--- src/rtl/mult_div_unit_if.sv ---
// Operand, command and result bundle between the register file / control path and the mult/div unit.
// Latency: none, wires only.
// Backpressure: the control path must hold off new starts while busy is high.
interface mult_div_unit_if #(
    parameter int WIDTH = 32
);
    logic             start;
    logic [1:0]       op;
    logic [WIDTH-1:0] a;
    logic [WIDTH-1:0] b;
    logic             hi_we;
    logic             lo_we;
    logic [WIDTH-1:0] write_data;
    logic             busy;
    logic             done;
    logic [WIDTH-1:0] hi;
    logic [WIDTH-1:0] lo;

    // Control path side: issues operations and mthi/mtlo writes.
    modport master (
        output start, op, a, b, hi_we, lo_we, write_data,
        input  busy, done, hi, lo
    );

    // Unit side.
    modport slave (
        input  start, op, a, b, hi_we, lo_we, write_data,
        output busy, done, hi, lo
    );
endinterface

--- src/rtl/mult_div_unit.sv ---
// Iterative MULT/MULTU/DIV/DIVU into architectural HI/LO registers, plus mthi/mtlo writes.
// Latency: start at edge E0, result and done pulse at E(WIDTH+1).
// Backpressure: busy is high while in flight; start and HI/LO writes are ignored while busy.
module mult_div_unit #(
    parameter int WIDTH = 32
) (
    input  logic            clk,
    input  logic            rst_n,
    mult_div_unit_if.slave  bus
);
    localparam int CW = $clog2(WIDTH);

    typedef enum logic [1:0] {IDLE, CALC, FIX} state_t;

    state_t           state_q, state_d;
    logic [CW-1:0]    cnt_q, cnt_d;
    logic [1:0]       op_q, op_d;
    logic             res_neg_q, res_neg_d;   // negate product / quotient
    logic             rem_neg_q, rem_neg_d;   // remainder takes dividend sign
    logic             dz_q, dz_d;             // divide by zero: skip sign fix
    logic [WIDTH-1:0] mcand_q, mcand_d;       // |multiplicand| or |divisor|
    logic [WIDTH-1:0] ph_q, ph_d;             // partial product high / remainder
    logic [WIDTH-1:0] pl_q, pl_d;             // multiplier bits / dividend->quotient
    logic [WIDTH-1:0] hi_q, hi_d;
    logic [WIDTH-1:0] lo_q, lo_d;
    logic             done_q, done_d;

    logic             in_signed, a_neg, b_neg;
    logic [WIDTH-1:0] abs_a, abs_b;
    logic [WIDTH:0]   mul_sum, trial, diff;
    logic [2*WIDTH-1:0] prod, prod_neg;

    // Next-state, datapath iteration and result fix-up.
    always_comb begin
        state_d   = state_q;
        cnt_d     = cnt_q;
        op_d      = op_q;
        res_neg_d = res_neg_q;
        rem_neg_d = rem_neg_q;
        dz_d      = dz_q;
        mcand_d   = mcand_q;
        ph_d      = ph_q;
        pl_d      = pl_q;
        hi_d      = hi_q;
        lo_d      = lo_q;
        done_d    = 1'b0;

        // op[0]=0 selects the signed flavour for both MULT and DIV.
        in_signed = ~bus.op[0];
        a_neg     = in_signed & bus.a[WIDTH-1];
        b_neg     = in_signed & bus.b[WIDTH-1];
        abs_a     = a_neg ? -bus.a : bus.a;
        abs_b     = b_neg ? -bus.b : bus.b;

        mul_sum   = {1'b0, ph_q} + (pl_q[0] ? {1'b0, mcand_q} : '0);
        trial     = {ph_q, pl_q[WIDTH-1]};
        diff      = trial - {1'b0, mcand_q};
        prod      = {ph_q, pl_q};
        prod_neg  = -prod;

        unique case (state_q)
            IDLE: begin
                if (bus.hi_we) hi_d = bus.write_data;
                if (bus.lo_we) lo_d = bus.write_data;
                if (bus.start) begin
                    op_d      = bus.op;
                    res_neg_d = a_neg ^ b_neg;
                    rem_neg_d = a_neg;
                    dz_d      = bus.op[1] && (bus.b == '0);
                    // Raw dividend on divide-by-zero so the remainder comes out as a itself.
                    pl_d      = (bus.op[1] && (bus.b == '0)) ? bus.a : abs_a;
                    ph_d      = '0;
                    mcand_d   = abs_b;
                    cnt_d     = CW'(WIDTH - 1);
                    state_d   = CALC;
                end
            end
            CALC: begin
                if (op_q[1]) begin
                    // Restoring division: keep the subtraction only if it did not borrow.
                    if (!diff[WIDTH]) begin
                        ph_d = diff[WIDTH-1:0];
                        pl_d = {pl_q[WIDTH-2:0], 1'b1};
                    end else begin
                        ph_d = trial[WIDTH-1:0];
                        pl_d = {pl_q[WIDTH-2:0], 1'b0};
                    end
                end else begin
                    {ph_d, pl_d} = {mul_sum, pl_q[WIDTH-1:1]};
                end
                if (cnt_q == '0) state_d = FIX;
                else             cnt_d   = cnt_q - 1'b1;
            end
            FIX: begin
                if (!op_q[1]) begin
                    {hi_d, lo_d} = (~op_q[0] && res_neg_q) ? prod_neg : prod;
                end else if (dz_q || op_q[0]) begin
                    hi_d = ph_q;
                    lo_d = pl_q;
                end else begin
                    hi_d = rem_neg_q ? -ph_q : ph_q;
                    lo_d = res_neg_q ? -pl_q : pl_q;
                end
                done_d  = 1'b1;
                state_d = IDLE;
            end
            default: state_d = IDLE;
        endcase
    end

    // State and datapath registers; reset abandons any operation in flight.
    always_ff @(posedge clk or negedge rst_n) begin
        if (!rst_n) begin
            state_q   <= IDLE;
            cnt_q     <= '0;
            op_q      <= '0;
            res_neg_q <= 1'b0;
            rem_neg_q <= 1'b0;
            dz_q      <= 1'b0;
            mcand_q   <= '0;
            ph_q      <= '0;
            pl_q      <= '0;
            hi_q      <= '0;
            lo_q      <= '0;
            done_q    <= 1'b0;
        end else begin
            state_q   <= state_d;
            cnt_q     <= cnt_d;
            op_q      <= op_d;
            res_neg_q <= res_neg_d;
            rem_neg_q <= rem_neg_d;
            dz_q      <= dz_d;
            mcand_q   <= mcand_d;
            ph_q      <= ph_d;
            pl_q      <= pl_d;
            hi_q      <= hi_d;
            lo_q      <= lo_d;
            done_q    <= done_d;
        end
    end

    assign bus.busy = (state_q != IDLE);
    assign bus.done = done_q;
    assign bus.hi   = hi_q;
    assign bus.lo   = lo_q;
endmodule

--- src/flat_wrapper.sv ---
// flat-port wrapper written by rule: the top's interface ports become plain ports
module mult_div_unit_flat 
#(
    parameter int WIDTH = 32
)
  (clk, rst_n, bus_start, bus_op, bus_a, bus_b, bus_hi_we, bus_lo_we, bus_write_data, bus_busy, bus_done, bus_hi, bus_lo);
  mult_div_unit_if #(.WIDTH(WIDTH)) bus_i ();
  input  logic clk;
  input  logic rst_n;
  input wire logic [$bits(bus_i.start)-1:0] bus_start;
  input wire logic [$bits(bus_i.op)-1:0] bus_op;
  input wire logic [$bits(bus_i.a)-1:0] bus_a;
  input wire logic [$bits(bus_i.b)-1:0] bus_b;
  input wire logic [$bits(bus_i.hi_we)-1:0] bus_hi_we;
  input wire logic [$bits(bus_i.lo_we)-1:0] bus_lo_we;
  input wire logic [$bits(bus_i.write_data)-1:0] bus_write_data;
  output wire logic [$bits(bus_i.busy)-1:0] bus_busy;
  output wire logic [$bits(bus_i.done)-1:0] bus_done;
  output wire logic [$bits(bus_i.hi)-1:0] bus_hi;
  output wire logic [$bits(bus_i.lo)-1:0] bus_lo;
  assign bus_i.start = bus_start;
  assign bus_i.op = bus_op;
  assign bus_i.a = bus_a;
  assign bus_i.b = bus_b;
  assign bus_i.hi_we = bus_hi_we;
  assign bus_i.lo_we = bus_lo_we;
  assign bus_i.write_data = bus_write_data;
  assign bus_busy = bus_i.busy;
  assign bus_done = bus_i.done;
  assign bus_hi = bus_i.hi;
  assign bus_lo = bus_i.lo;
  mult_div_unit #(.WIDTH(WIDTH)) u_core (.clk(clk), .rst_n(rst_n), .bus(bus_i));
endmodule
--- config.mk ---
export PLATFORM = sky130hd
export DESIGN_NAME = mult_div_unit_flat
export DESIGN_NICKNAME = d
export VERILOG_FILES = /design/src/rtl/mult_div_unit_if.sv /design/src/rtl/mult_div_unit.sv /design/src/flat_wrapper.sv
export SDC_FILE = /design/constraint.sdc
export NUM_CORES = 1
export LEC_CHECK = 0
export CORE_ASPECT_RATIO = 0.9
export CORE_UTILIZATION = 25
export DETAILED_ROUTE_END_ITERATION = 10
export DONT_BUFFER_PORTS = 1
export PLACE_DENSITY = 0.35
export SYNTH_ARGS = -nofsm -noshare
export SYNTH_HDL_FRONTEND = slang
export SYNTH_SLANG_ARGS = --single-unit
--- constraint.sdc ---
create_clock -name clk -period 3.86 [get_ports clk]
set_input_delay 0.965 -clock clk [delete_from_list [all_inputs] [get_ports clk]]
set_output_delay 0.965 -clock clk [all_outputs]
set_load 0.05 [all_outputs]
# ---- Word level (Yosys, flattened, before mapping)
# Cells that the tools add are included.
dict set report totals {
  regBits 173
  latch_bits 0
  ramBits 0
  mem_bits_ro 0
  n_memories 0
}
dict set report op_classes {
  n_addsub 8
  multipliers 0
  div_mod_pow 0
  order_cmp 0
  n_eq_ne 7
  shift 0
  muxes 30
  n_bitwise 5
  n_reduce_logical 15
}
# op n
set op_table {}
lappend op_table {{$mux W32} 17}
lappend op_table {{$pmux W32 S2} 4}
lappend op_table {{$neg A32 Y32} 4}
lappend op_table {{$mux W64} 1}
lappend op_table {{$neg A64 Y64} 1}
lappend op_table {{$add A32 B33 Y33} 1}
lappend op_table {{$sub A33 B32 Y33} 1}
lappend op_table {{$logic_not A32 Y1} 1}
lappend op_table {{$mux W5} 2}
lappend op_table {{$pmux W5 S2} 1}
lappend op_table {{$reduce_and A2 Y1} 5}
lappend op_table {{$ne A2 B2 Y1 const B} 4}
lappend op_table {{$reduce_bool A2 Y1} 3}
lappend op_table {{$logic_not A5 Y1} 1}
lappend op_table {{$sub A5 B1 Y5 const B} 1}
lappend op_table {{$mux W2} 2}
lappend op_table {{$pmux W2 S2} 1}
lappend op_table {{$reduce_and A3 Y1} 1}
lappend op_table {{$and A1 B1 Y1} 2}
lappend op_table {{$eq A2 B1 Y1 const B} 1}
lappend op_table {{$eq A2 B2 Y1 const B} 1}
lappend op_table {{$logic_and A1 B1 Y1} 2}
lappend op_table {{$logic_not A2 Y1} 1}
lappend op_table {{$mux W1} 2}
lappend op_table {{4 further kinds} 5}

# ---- Longest topological paths before layout
# Gate-level depths: netlist of the first run.
dict set report logic_depth {
  ltp_word 6
  depth_mapped 15
  depth_no_buf 13
}

# ---- Least setup slack after synthesis of the first run
# No wires, ideal clock.
dict set report synth_path {
  kind {register -> register}
  from {register u_core.pl_q[0]}
  to {register u_core.ph_q[28]}
  setup_ns 0.135
  arrival_time_ns 3.101
  path_slack_ns 0.624
  path_stages_with_launch 15
  path_buffers 2
  period_less_slack_ns 3.236
  path_cell_list {dfrtp_1 > clkbuf_1 > inv_1 > clkbuf_1 > nor2_1 > ha_1 > and4_1 > o211ai_1 > a21o_1 > a211oi_1 > a21oi_1 > o311ai_0 > a21oi_1 > mux2i_1 > o211ai_1}
}
dict set report synth_between {
  elab_chain_len 4
}
# element line
set synth_rtl {}
lappend synth_rtl {{start, declared} mult_div_unit.sv:23} ;# logic [WIDTH-1:0] pl_q, pl_d;
lappend synth_rtl {{start signal, assigned} mult_div_unit.sv:135} ;# pl_q <= pl_d;
lappend synth_rtl {{$mux W32} mult_div_unit.sv:55} ;# mul_sum = {1'b0, ph_q} + (pl_q[0] ? {1'b0, mcand_q} : '0);
lappend synth_rtl {{$add A32 B33 Y33} mult_div_unit.sv:55}
lappend synth_rtl {{$mux W32} mult_div_unit.sv:79} ;# if (op_q[1]) begin
lappend synth_rtl {{$pmux W32 S2} mult_div_unit.sv:61} ;# unique case (state_q)
lappend synth_rtl {{end signal, assigned} mult_div_unit.sv:134} ;# ph_q <= ph_d;
lappend synth_rtl {{end, declared} mult_div_unit.sv:22} ;# logic [WIDTH-1:0] ph_q, ph_d;
# Every way passes these cells.
# A chain may end at the register's enable or synchronous reset.

# ---- Worst setup path in the final report of the first run
dict set report layout_path {
  from {register u_core.mcand_q[1]}
  to {register u_core.ph_q[31]}
}
dict set report layout_between {
  elab_chain_len 4
  elab_cells_between_ends 6
}
# element line
set layout_rtl {}
lappend layout_rtl {{start, declared} mult_div_unit.sv:21} ;# logic [WIDTH-1:0] mcand_q, mcand_d;
lappend layout_rtl {{start signal, assigned} mult_div_unit.sv:133} ;# mcand_q <= mcand_d;
lappend layout_rtl {{$mux W32 / $sub A33 B32 Y33 (equally long branches)} {mult_div_unit.sv:55, mult_div_unit.sv:57}}
lappend layout_rtl {{$add A32 B33 Y33 / $mux W32 (equally long branches)} {mult_div_unit.sv:55, mult_div_unit.sv:81}}
lappend layout_rtl {{$mux W32 (*)} mult_div_unit.sv:79}
lappend layout_rtl {{$pmux W32 S2 (*)} mult_div_unit.sv:61}
# Every way passes the cells marked *; elsewhere a longest branch is shown, timed or not.

==> summary by stage, run 1 <==
Power and ir drop
The switching share of power is between 50% and 60%. The sequential share of power is a little over a quarter. The standby leakage power is 6.80 nW.

Combinational logic burns 62.4% of the power. The clock share of power is 10.9%. The net switching power figure is 9.63 mW. The internal portion of the total power is roughly 8 mW.

The worst ir drop on vdd is around 0.7 mV. The power density normalized to cell area is 1100 mW/mm^2.

Floorplan
The floorplan step defined a die boundary enclosing 0.0583 sq mm. The die extent in y is 229 um. The floorplan step defined a core boundary enclosing between 0.05 and 0.06 sq mm.

169 I/O pins were placed. The die extent in x is 254 um. The initial core utilization is between 20 and 30%.

The total number of placement rows is 82.

Clocking
Clock-pin slew was measured on the worst setup and hold paths at 0.08 ns. The post-CTS setup repair buffer count is 0. The maximum clock path buffer count is 2. At the later pin of the worst-skew pair, clock insertion delay measures 0.50 ns. The TritonCTS clock tree is yes. Clock tree synthesis inserted a total of 17 buffers. CTS placed an instance of sky130_fd_sc_hd__clkbuf_16 at the clock tree root. Counting every sink on the clock net gives between 150 and 200. The quantity of hold-fixing buffers added after cts is 0. The number of H-tree levels is 4.

Placement
The count of buffers added on input and output ports is 0. Counting tap cells, the placed design contains a total of 2561 instances. Summed over all nets, the half-perimeter wirelength after detailed placement is just under 50 mm.

The congestion estimate from routability-driven global placement came to 0.848. The cell area reported after detailed placement is roughly 0.016 sq mm.

Synthesis
The compound-gate portion of the synthesized area is 23.9%. In the post-synthesis netlist, the biggest area contributors are sky130_fd_sc_hd__dfrtp_1 30%, sky130_fd_sc_hd__ha_1 6.1%, sky130_fd_sc_hd__nand2_1 5.9%. After technology mapping, the gate count stands at ~1800. The xor and xnor area share after synthesis is 10.1%. Of the post-synthesis cell area, the part taken by muxes is 5.07%. The predominant post-synthesis flop cell is sky130_fd_sc_hd__dfrtp_1.

In the post-synthesis netlist, the cell with the most instances is sky130_fd_sc_hd__nand2_1. The dominant combinational cell family by area after synthesis is compound AO/OA/AOI/OAI gates. Of all flip-flops after synthesis, the portion carrying an async set or reset was 100%.

After synthesis the cells add up to about 0.014 sq mm. By count the netlist is led by 225 x sky130_fd_sc_hd__nand2_1, 180 x sky130_fd_sc_hd__nor2_1, 173 x sky130_fd_sc_hd__dfrtp_1. The count of flip-flops with a built-in enable after synthesis is 0.

The sequential fraction of the synthesis area is slightly above 30%. For this run, the number of Yosys warnings is 0. The post-synthesis cell type with the largest combined area is sky130_fd_sc_hd__dfrtp_1. The share of synthesized area in the top cell type comes to 30.2%. The number of nets produced by synthesis is 1981. In this run, synthesis produced a sequential element count of 173. Dividing the synthesized area by the synthesized cell count gives between 7 and 8 sq um. Of the total synthesized cell area, the portion taken by AND, OR, NAND and NOR gates is 19.6%.

The distinct cell type count of the synthesized netlist is 74. Summing the areas of all fa, ha and maj instances in the mapped netlist gives 6.39% of the synthesized area.

Cells and area
Relative to the synthesized area, the layout overhead comes to 13.6%. The share of layout cells above drive strength 1 is 8.76%. In the final design database the tool counted 1999 nets. The filler-free cell count of the finished design is 2594. After routing the design area is 0.0163 sq mm. Cells fill 29.0% of the core in the end.

Setup path
The worst setup path is captured at a register. The critical path goes through buf_4, inv_1, ha_1, nand2b_1, a21oi_1, a21oi_1, a31oi_1, a311oi_1, buf_4, o31ai_1, a221oi_1, xor2_1, o221ai_1. The buffer and inverter count on the worst path is 3.

The maximum fanout encountered on the critical timing path is 3. The cell type of the slowest stage on the worst timing path is sky130_fd_sc_hd__o31ai_1. For this run, the slowest stage of the critical path takes between 0.5 and 0.6 ns.

The worst setup path is launched from a register. The type of the setup path with the least slack is register to register. The worst endpoint required time is ~4.3 ns.

The cell family with the largest share of critical-path delay is compound AO/OA/AOI/OAI gates. The data arrival time of the critical path is between 3 and 4 ns.

GRT
The met1 layer usage reported by global route is 31.4%. Global routing consumed, on the met3 layer, 4.74% of the routing resources. The number of global-route vias before repair is 13364. After global routing, the most crowded layer is met1. The global routing usage on met2 is 30.6%.

The global-route usage over all layers is 21.1%. Entering global routing, the biggest net connects 174 pins. The wire length of the first global-routing pass is approximately 90 mm. Global routing finished with a remaining overflow of 0. The number of antenna violations at the first check in global routing is 1.

Routing
The starting DRC count in detailed routing is roughly 1100. The wire length per cell after detailed routing is 23.5 um. For this run, design rule violations remaining after detail routing come to 0. The wire length reported by the detailed router is 61.0 mm. The iteration count of the initial detailed-routing pass is 5.

The routed layout has 13469 vias. Once detail routing completed, the nets flagged for antenna violations numbered 0. The vias per cell is roughly 5.2.

STA
The final setup violation count is 0. The highest attainable clock frequency is ~280 MHz. Setup repair after global routing left no endpoint under its margin.

The transition time at the pin with the least slew margin is 0.811 ns. The number of slew-limit violations in the final report was 0. The worst path needs approximately 3.6 ns of the cycle, external delays included. Headroom to the max-slew limit came out at 45.4%. The final count of hold timing violations is 0.

Summed over all failing endpoints, the final setup total negative slack is 0 ns. The final worst-path cycle share is 92.3%. Across the routed clock network, the largest skew measured is 0.0156 ns.

Flow run
Max-cap violations in this run came to 0.

Run status
The flow ran to the end, and the final reports show no timing, DRC or antenna violations.

Min path
The path category of the worst min-delay check is primary input to async pin.
-- registers in the layout, indices dropped and copies added, names as in the netlist --
name / cells
u_core.bus.done: 1
u_core.bus.lo: 32
u_core.bus.hi: 32
u_core.mcand_q: 32
u_core.pl_q: 32
u_core.rem_neg_q: 1
u_core.state_q: 2
u_core.cnt_q: 5
u_core.res_neg_q: 1
u_core.ph_q: 32
u_core.op_q: 2
u_core.dz_q: 1
-- cell families after synthesis --
group,after synthesis
AO/OA/AOI/OAI,548
AND/OR/NAND/NOR,608
XOR/XNOR,165
flip-flops,173
multiplexers,72
buffers and inverters,168
adder cells (fa/ha/maj),72
-- layout by cell type (no fill, tap or decap), types with 6 or more instances in the layout --
cell	instances
sky130_fd_sc_hd__nand2_1	224
sky130_fd_sc_hd__nor2_1	180
sky130_fd_sc_hd__dfrtp_1	172
sky130_fd_sc_hd__o21ai_0	160
sky130_fd_sc_hd__a21oi_1	139
sky130_fd_sc_hd__buf_4	96
sky130_fd_sc_hd__xor2_1	86
sky130_fd_sc_hd__xnor2_1	79
sky130_fd_sc_hd__ha_1	70
sky130_fd_sc_hd__inv_1	68
sky130_fd_sc_hd__mux2i_1	67
sky130_fd_sc_hd__o31ai_1	48
sky130_fd_sc_hd__nor3_1	37
sky130_fd_sc_hd__o221ai_1	35
sky130_fd_sc_hd__a21o_1	28
sky130_fd_sc_hd__a22oi_1	26
sky130_fd_sc_hd__nand3_1	22
sky130_fd_sc_hd__nand2b_1	22
sky130_fd_sc_hd__a31oi_1	18
sky130_fd_sc_hd__clkbuf_16	17
sky130_fd_sc_hd__nor2b_1	16
sky130_fd_sc_hd__and2_1	15
sky130_fd_sc_hd__or3_1	14
sky130_fd_sc_hd__a211oi_1	14
sky130_fd_sc_hd__nor4_1	12
sky130_fd_sc_hd__nand4_1	11
sky130_fd_sc_hd__or4_1	10
sky130_fd_sc_hd__o41ai_1	9
sky130_fd_sc_hd__o211ai_1	9
sky130_fd_sc_hd__o22ai_1	8
sky130_fd_sc_hd__o21a_1	8
sky130_fd_sc_hd__or2_2	7
sky130_fd_sc_hd__and3_1	6
sky130_fd_sc_hd__o21ai_1	6
sky130_fd_sc_hd__o21bai_1	6
sky130_fd_sc_hd__o31a_1	6
-- timing repair --
| action | in CTS | in global routing |
|---|---|---|
| endpoints found under the hold margin | 0 | 0 |
| endpoints found under the setup margin | 0 | 6 |
| gates resized for setup | 0 | 2 |
-- cell type report --
type                    instances  area [sq um]
clock inverters                13           175
multi-input cells            1465          9360
inverters                      69           259
flip-flops and latches        173          4330
repair buffers                 98           761
well taps                     756           946
fillers                      6192         39800
clock buffers                  19           443
diodes                          1          2.50
-- worst register-to-register path, stage by stage (launching register included) --
cell	delay (ns)
sky130_fd_sc_hd__dfrtp_1	0.42
sky130_fd_sc_hd__buf_4	0.18
sky130_fd_sc_hd__inv_1	0.05
sky130_fd_sc_hd__ha_1	0.27
sky130_fd_sc_hd__nand2b_1	0.07
sky130_fd_sc_hd__a21oi_1	0.26
sky130_fd_sc_hd__a21oi_1	0.21
sky130_fd_sc_hd__a31oi_1	0.41
sky130_fd_sc_hd__a311oi_1	0.26
sky130_fd_sc_hd__buf_4	0.20
sky130_fd_sc_hd__o31ai_1	0.53
sky130_fd_sc_hd__a221oi_1	0.22
sky130_fd_sc_hd__xor2_1	0.19
sky130_fd_sc_hd__o221ai_1	0.19
-- metrics by stage --
stage | setup WS (ns) | total power, mW | hold slack [ns]
after floorplan | 0.624 | 12.0 | 0.442
after global placement | 0.202 | 15.9 | 0.467
after detailed placement | 0.181 | 15.9 | 0.474
after CTS | 0.169 | 17.9 | 0.139
after global routing | 0.0159 | 19.3 | 0.151
final | 0.297 | 17.9 | 0.187
-- power by group through the flow --
| stage | clock [mW] | sequential [mW] | combinational (mW) |
|---|---|---|---|
| after global routing | 2.08 | 4.89 | 12.3 |
| after global placement | 0 | 4.79 | 11.1 |
| after detailed placement | 0 | 4.80 | 11.1 |
| after floorplan | 0 | 4.44 | 7.51 |
| after CTS | 2.02 | 4.76 | 11.1 |
| final | 1.95 | 4.76 | 11.1 |
-- layer usage --
| metal | part of all wire [%] | vias to the layer above |
|---|---|---|
| met3 | 6.4 | 31 |
| met1 | 51 | 6527 |
| li1 | - | 6528 |
| met2 | 42 | 383 |
| met5 | 0 | - |
| met4 | 0.97 | 0 |
-- final timing paths --
check,startpoint,end,slack [ns],cells after the start
max in group asynchronous,rst_n,u_core.mcand_q[26]$_DFFE_PN0P_,3.16,0
max reg2reg,u_core.mcand_q[1]$_DFFE_PN0P_,u_core.ph_q[31]$_DFFE_PN0P_,0.30,13
min reg2reg,u_core.mcand_q[24]$_DFFE_PN0P_,u_core.mcand_q[24]$_DFFE_PN0P_,0.48,2
min,rst_n,u_core.bus.hi[2]$_DFFE_PN0P_,0.19,0
max,u_core.mcand_q[1]$_DFFE_PN0P_,u_core.ph_q[31]$_DFFE_PN0P_,0.30,13
min in group clk,u_core.mcand_q[24]$_DFFE_PN0P_,u_core.mcand_q[24]$_DFFE_PN0P_,0.48,2
Note: power is estimated with default switching activity, not from simulation.
==> run 2: changes to the inputs <==
- SETUP_SLACK_MARGIN: not set -> 0.05
==> results of run 2 <==
The final DEF is identical to that of run 1. Status: finished, final reports clean.
